--- src/rtl/register_unit.sv ---
// Virgule integer register file: two combinational read ports, one write port, x0 hard-wired to zero.
// Optional write-to-read forwarding is enabled by defining REGISTER_UNIT_BYPASS_EN.

typedef logic [31:0] word_t;
typedef logic [4:0]  register_index_t;

typedef struct packed {
    logic [6:0]      opcode;
    register_index_t rd;
    logic            has_rd;
    register_index_t rs1;
    register_index_t rs2;
    logic [11:0]     imm;
} instruction_t;

module register_unit #(
    parameter int size = 32
) (
    input  logic         clk,
    input  logic         reset,
    input  logic         enable,
    input  instruction_t src_instr,
    input  instruction_t dest_instr,
    input  word_t        xd,
    output word_t        xs1,
    output word_t        xs2
);

    word_t regs_q [size];
    word_t regs_d [size];
    logic  wr_en_s;

    // x0 and out-of-range indices never hold data and always read as zero.
    function automatic logic idx_valid(input register_index_t idx);
        return (idx != 5'd0) && (int'(idx) < size);
    endfunction

    // Only the register index fields of the instructions matter here.
    logic unused_fields_s;
    assign unused_fields_s = ^{src_instr.opcode, src_instr.rd, src_instr.has_rd, src_instr.imm,
                               dest_instr.opcode, dest_instr.rs1, dest_instr.rs2, dest_instr.imm};

    // Write qualification and next-state of the register array.
    always_comb begin
        regs_d  = regs_q;
        wr_en_s = enable && dest_instr.has_rd && idx_valid(dest_instr.rd);
        if (wr_en_s) begin
            regs_d[dest_instr.rd] = xd;
        end else begin
            regs_d = regs_q;
        end
    end

    // Register storage with asynchronous clear.
    always_ff @(posedge clk or posedge reset) begin
        if (reset) begin
            for (int i = 0; i < size; i++) begin
                regs_q[i] <= 32'h0000_0000;
            end
        end else begin
            for (int i = 0; i < size; i++) begin
                regs_q[i] <= regs_d[i];
            end
        end
    end

    // Read ports, with same-cycle forwarding when the bypass build is selected.
    always_comb begin
        xs1 = 32'h0000_0000;
        xs2 = 32'h0000_0000;
        if (idx_valid(src_instr.rs1)) begin
            xs1 = regs_q[src_instr.rs1];
        end else begin
            xs1 = 32'h0000_0000;
        end
        if (idx_valid(src_instr.rs2)) begin
            xs2 = regs_q[src_instr.rs2];
        end else begin
            xs2 = 32'h0000_0000;
        end
`ifdef REGISTER_UNIT_BYPASS_EN
        if (wr_en_s && (dest_instr.rd == src_instr.rs1)) begin
            xs1 = xd;
        end else begin
            xs1 = xs1;
        end
        if (wr_en_s && (dest_instr.rd == src_instr.rs2)) begin
            xs2 = xd;
        end else begin
            xs2 = xs2;
        end
`endif
    end

endmodule

--- config.mk ---
export PLATFORM = sky130hd
export DESIGN_NAME = register_unit
export DESIGN_NICKNAME = d
export VERILOG_FILES = /design/src/rtl/register_unit.sv
export SDC_FILE = /design/constraint.sdc
export NUM_CORES = 2
export LEC_CHECK = 0
export ABC_CLOCK_PERIOD_IN_PS = 31200
export CAP_MARGIN = 20
export CORE_UTILIZATION = 50
export CTS_BUF_LIST = sky130_fd_sc_hd__clkbuf_2 sky130_fd_sc_hd__clkbuf_4 sky130_fd_sc_hd__clkbuf_8
export DETAILED_ROUTE_END_ITERATION = 12
export GPL_TIMING_DRIVEN = 0
export PLACE_DENSITY = 0.77
export SYNTH_ARGS = -nofsm -noshare
export SYNTH_HDL_FRONTEND = slang
export SYNTH_SLANG_ARGS = --single-unit
--- constraint.sdc ---
create_clock -name clk -period 31.2 [get_ports clk]
set_input_delay 3.12 -clock clk [delete_from_list [all_inputs] [get_ports clk]]
set_output_delay 3.12 -clock clk [all_outputs]
set_load 0.005 [all_outputs]
==> Word-level counts from Yosys, hierarchy flattened <==
Index checks and enable logic that the tools add are counted.
{ "totals": {"in_bits": 105, "register_bits": 1024, "out_inout_bits": 64} }
{ "op_classes": {"n_bitwise": 3, "reduce_logical": 6, "n_mux": 11, "order_cmp": 4} }
{ "op_table": {"columns": ["cell", "count"], "rows": [
  ["1024-bit bitwise mux", 1],
  ["32-bit binary-select mux with 5-bit select", 2],
  ["32-bit 2-to-1 mux", 7],
  ["32-bit demux with 5-bit select", 1],
  ["6-bit >= comparator, second input constant", 3],
  ["5-bit NOT with 6-bit output", 3],
  ["5-bit nonzero test", 3],
  ["6-bit by 1-bit < comparator with 1-bit output, second input constant", 1],
  ["1-bit logical AND", 3]
]} }

==> Longest topological paths before layout <==
{ "depth": {"word_depth": 6, "ltp_mapped": 10, "ltp_nobuf": 4} }

==> Least setup slack after synthesis <==
OpenSTA, ideal clock, no wires.
{ "synth_timing": {"kind": "input -> output", "from": "input port src_instr[17] (netlist name)", "to": "output port xs1[0]", "n_path_buf": 3, "arrival_ps": 4716, "slack_ps": 23364, "stages": 6, "cell_sequence": "buf_6 > buf_6 > buf_2 > mux4_2 > a2111oi_0 > nor3_1"} }
{ "synth_via": {"elab_chain_len": 5, "elab_cells_between_ends": 6, "classes_between": "4 x mux; 1 x bitwise; 1 x reduce/logical"} }
{ "synth_lines": {"columns": ["element", "line", "rtl"], "rows": [
  ["from (decl)", "22", "input instruction_t src_instr,"],
  ["5-bit NOT with 6-bit output (not written as such)", "72", "xs1 = regs_q[src_instr.rs1];"],
  ["32-bit binary-select mux with 5-bit select", "72", null],
  ["32-bit 2-to-1 mux (not written as such) (2 in series)", "72", null],
  ["32-bit 2-to-1 mux (*)", "71", "if (idx_valid(src_instr.rs1)) begin"],
  ["to (decl)", "25", "output word_t xs1,"]
]} }
Mark *: on every way between the ends. The rest lies on a longest branch, timed or not. The select of a mux whose other input is x is not followed.

==> Worst setup path after layout <==
{ "layout_timing": {"from": "input port src_instr[12] (netlist name)", "to": "output port xs2[25]"} }
{ "layout_via": {"elab_chain_len": 5, "elab_cells_between_ends": 6, "classes_between": "4 x mux; 1 x bitwise; 1 x reduce/logical"} }
{ "layout_lines": {"columns": ["element", "line", "rtl"], "rows": [
  ["5-bit NOT with 6-bit output (not written as such)", "77", "xs2 = regs_q[src_instr.rs2];"],
  ["32-bit binary-select mux with 5-bit select", "77", null],
  ["32-bit 2-to-1 mux (not written as such) (2 in series)", "77", null],
  ["32-bit 2-to-1 mux (*)", "76", "if (idx_valid(src_instr.rs2)) begin"],
  ["to (decl)", "26", "output word_t xs2"]
]} }
Marks and branches as above.

==> impl_results.md <==
- Worst hold path type: flop to flop
- Top flop regs: regs_q x1024
- Tmin final: 10.97 ns
- Gate count of the mapped netlist: 3636
- Outcome: finished, final reports clean
- GR Util All Layers: 37.3%
- Slew Viols, Final: 0
- Slew at the pin closest to its max-slew limit: 1.27 ns
- Hold-critical path endpoint: regs_q[1015]
- Initial DRC Count: 5777
- Detailed Routing Iterations Pass 1: 6
- Min-Delay Startpoint: regs_q[1015]
- Fillcell total: 8342
- Max-Cap Viols: 0
- DR vias: 39400
- Most common cell after layout, fill and taps aside: mux2_2
- WHS Path Cells: 1
- Footprint of the multi-input gates: 26800 µm²
- First-pass GRT wire length: 290000 µm
- Die area: 110000 µm²
- Cell area after synthesis: 54300 µm²
- Vias/cell: 7.13
- Reg2reg setup slack: 30.37 ns
- Crit Reg-Reg Endpoint: regs_q[390]
- Final hold violation count: 0
- Sequential area share after synthesis: 47.2%
- Nets: 4071
- Post-placement cell area: 57900 µm²
- R2R Path Start: regs_q[390]
- Largest net degree at the start of global routing: 44
- CP Data Arrival Time: 7.85 ns
- Async S/R FF share, synth: 100%
- Synth cell types: 41
- Final setup vio count: 0
- Seq cells post-synth: 1024
- HPWL after detailed placement: 146000 µm
- Synth Flop Type: dfrtp_1
- Period utilization: 35.1%
- Synth Net Count: 3741
- Area growth from synthesis to layout: 13.8%
- CP required: 28.08 ns
- Post-route setup TNS: 0 ns
- Post-synth EDFFs: 0
- Port Buf Inserts: 109
- Initial antenna violation count: 11
- Pwr dens: 58.7 nW/µm²
- Worst-Skew Late Latency: 0.87 ns
- Crit start category: primary input
- Clk root buf: clkbuf_8
- CTS tree: yes
- GPL Wtd Cong: 1.01
- Placeable Area: 107000 µm²
- Post-CTS Setup Repair Bufs: 0
- VDD IR-drop max: 0.0000449 V
- Pre-CTS setup slack: 20.61 ns
- Max Buffers Root-to-Sink: 3
- Ports: 169
- Util after Layout: 57.6%
- Static leakage: 0.0277 µW
- DRC viols: 0
- Clock sinks: 1024
- Unrepaired setup endpoints after global routing: no
- Reg2reg path depth: 1
- Wirelength per Cell: 37.1 µm
- Synth warnings: 0
- Ratio of cells with drive above 1 in the final layout: 47.8%
- Relative slew slack: 13.5%
- Worst Clk Skew: 0 ns
- Initial Util: 50.6%
- Final WS setup: 20.23 ns
- Routed WL: 205000 µm
- CTS H-tree depth: 4
- Kind of critical path: primary input to output pin
- # hold bufs at CTS: 0
- Max FO, Critical Path: 10
- Design Power: 3630 µW
- Die height: 332 µm
- Clock transition at path regs: 0.06 ns
- Max reg flops: 1024
- Grt total ovfl: 0
- Vias in the first global route: 39100
- Rows: 120
- CP endpoint kind: output pin
- Resized Gates After CTS: 0
- Syn avg cell area: 14.9 µm²
- Fmax: 91.2 MHz
- Die width: 332 µm
- Cts bufs inserted: 168
- Biggest register: regs_q
- Most frequent cells in the layout: mux2_2, dfrtp_1, mux4_2
- Antenna Nets Post-Route: 0
- Design area: 61800 µm²
- Register Area: 25600 µm²
==> power breakdown <==
group,total (µW),switching (µW),internal [µW]
Combinational,678,322,356
Sequential,1640,140,1500
Clock,1310,589,724
Total,3630,1050,2580
==> Yosys cell counts (all sizes together) (3+ instances only) <==
cell type	count	area share, %
o21ai	3	0.028
a2111oi	32	0.52
nand3b	5	0.069
mux2	1027	21
o32ai	14	0.23
buf	206	2.0
o22ai	43	0.50
and2	17	0.20
nor4	6	0.069
a22oi	66	0.91
mux2i	247	4.6
and3	3	0.035
a31oi	8	0.092
nand3	6	0.055
a22o	47	0.76
mux4	415	17
a211oi	39	0.54
a21oi	27	0.25
or3	4	0.046
clkbuf	217	1.5
dfrtp	1024	47
nor2	21	0.15
o221ai	26	0.42
nor3	53	0.49
nor2b	38	0.44
nand2	20	0.14
a221oi	5	0.081
nor3b	3	0.041
==> worst max path at each step <==
| stage | from | to | slack, ns | depth (start not counted) |
|---|---|---|---|---|
| detailed placement | src_instr[21] | xs1[24] | 20.61 | 6 |
| CTS | src_instr[12] | xs2[25] | 20.57 | 8 |
| global placement | reset | regs_q[139] | 7.95 | 2 |
| global route | src_instr[12] | xs2[25] | 20.48 | 8 |
| finish | src_instr[12] | xs2[25] | 20.23 | 8 |
| floorplan | reset | regs_q[0] | 13.97 | 1 |
==> metal layers <==
layer / global-route usage [%] / vias to the layer above / wire [µm]
met5: 0 / - / 103
met4: 24.0 / 14 / 15200
met3: 14.6 / 827 / 29200
met2: 53.0 / 3269 / 87700
met1: 47.5 / 20500 / 72500
li1: - / 14800 / -
==> per-stage QoR <==
stage	instances	hold WS [ns]
after global placement	5148	0.462
after CTS	5503	0.489
after detailed placement	5192	0.472
final	5520	0.488
after global routing	5511	0.496
after floorplan	3636	0.441
==> critical path, cell delays in order <==
cell,delay [ns]
clkdlybuf4s50_1,0.74
buf_2,0.39
buf_4,0.38
buf_1,0.66
clkbuf_1,0.83
a211oi_1,0.31
nor4_1,0.74
clkdlybuf4s50_1,0.64
==> cells by family after synthesis <==
logic type / count (synthesis) / share of synthesized area [%]
buffers and inverters: 426 / 3.54
flip-flops: 1024 / 47.2
AO/OA/AOI/OAI: 313 / 4.37
AND/OR/NAND/NOR: 184 / 1.85
multiplexers: 1689 / 43.1
==> cell type report <==
class | instances | share of cell area [%]
antenna | 10 | 0.0405
buffer | 423 | 3.09
clock buffer | 275 | 5.56
clock inverter | 36 | 0.500
inverter | 3 | 0.0243
multi-input combinational | 2186 | 43.3
sequential | 1024 | 41.5
tap | 1403 | 2.84
timing repair buffer | 160 | 3.20
Power figures use the tool's default switching activity.
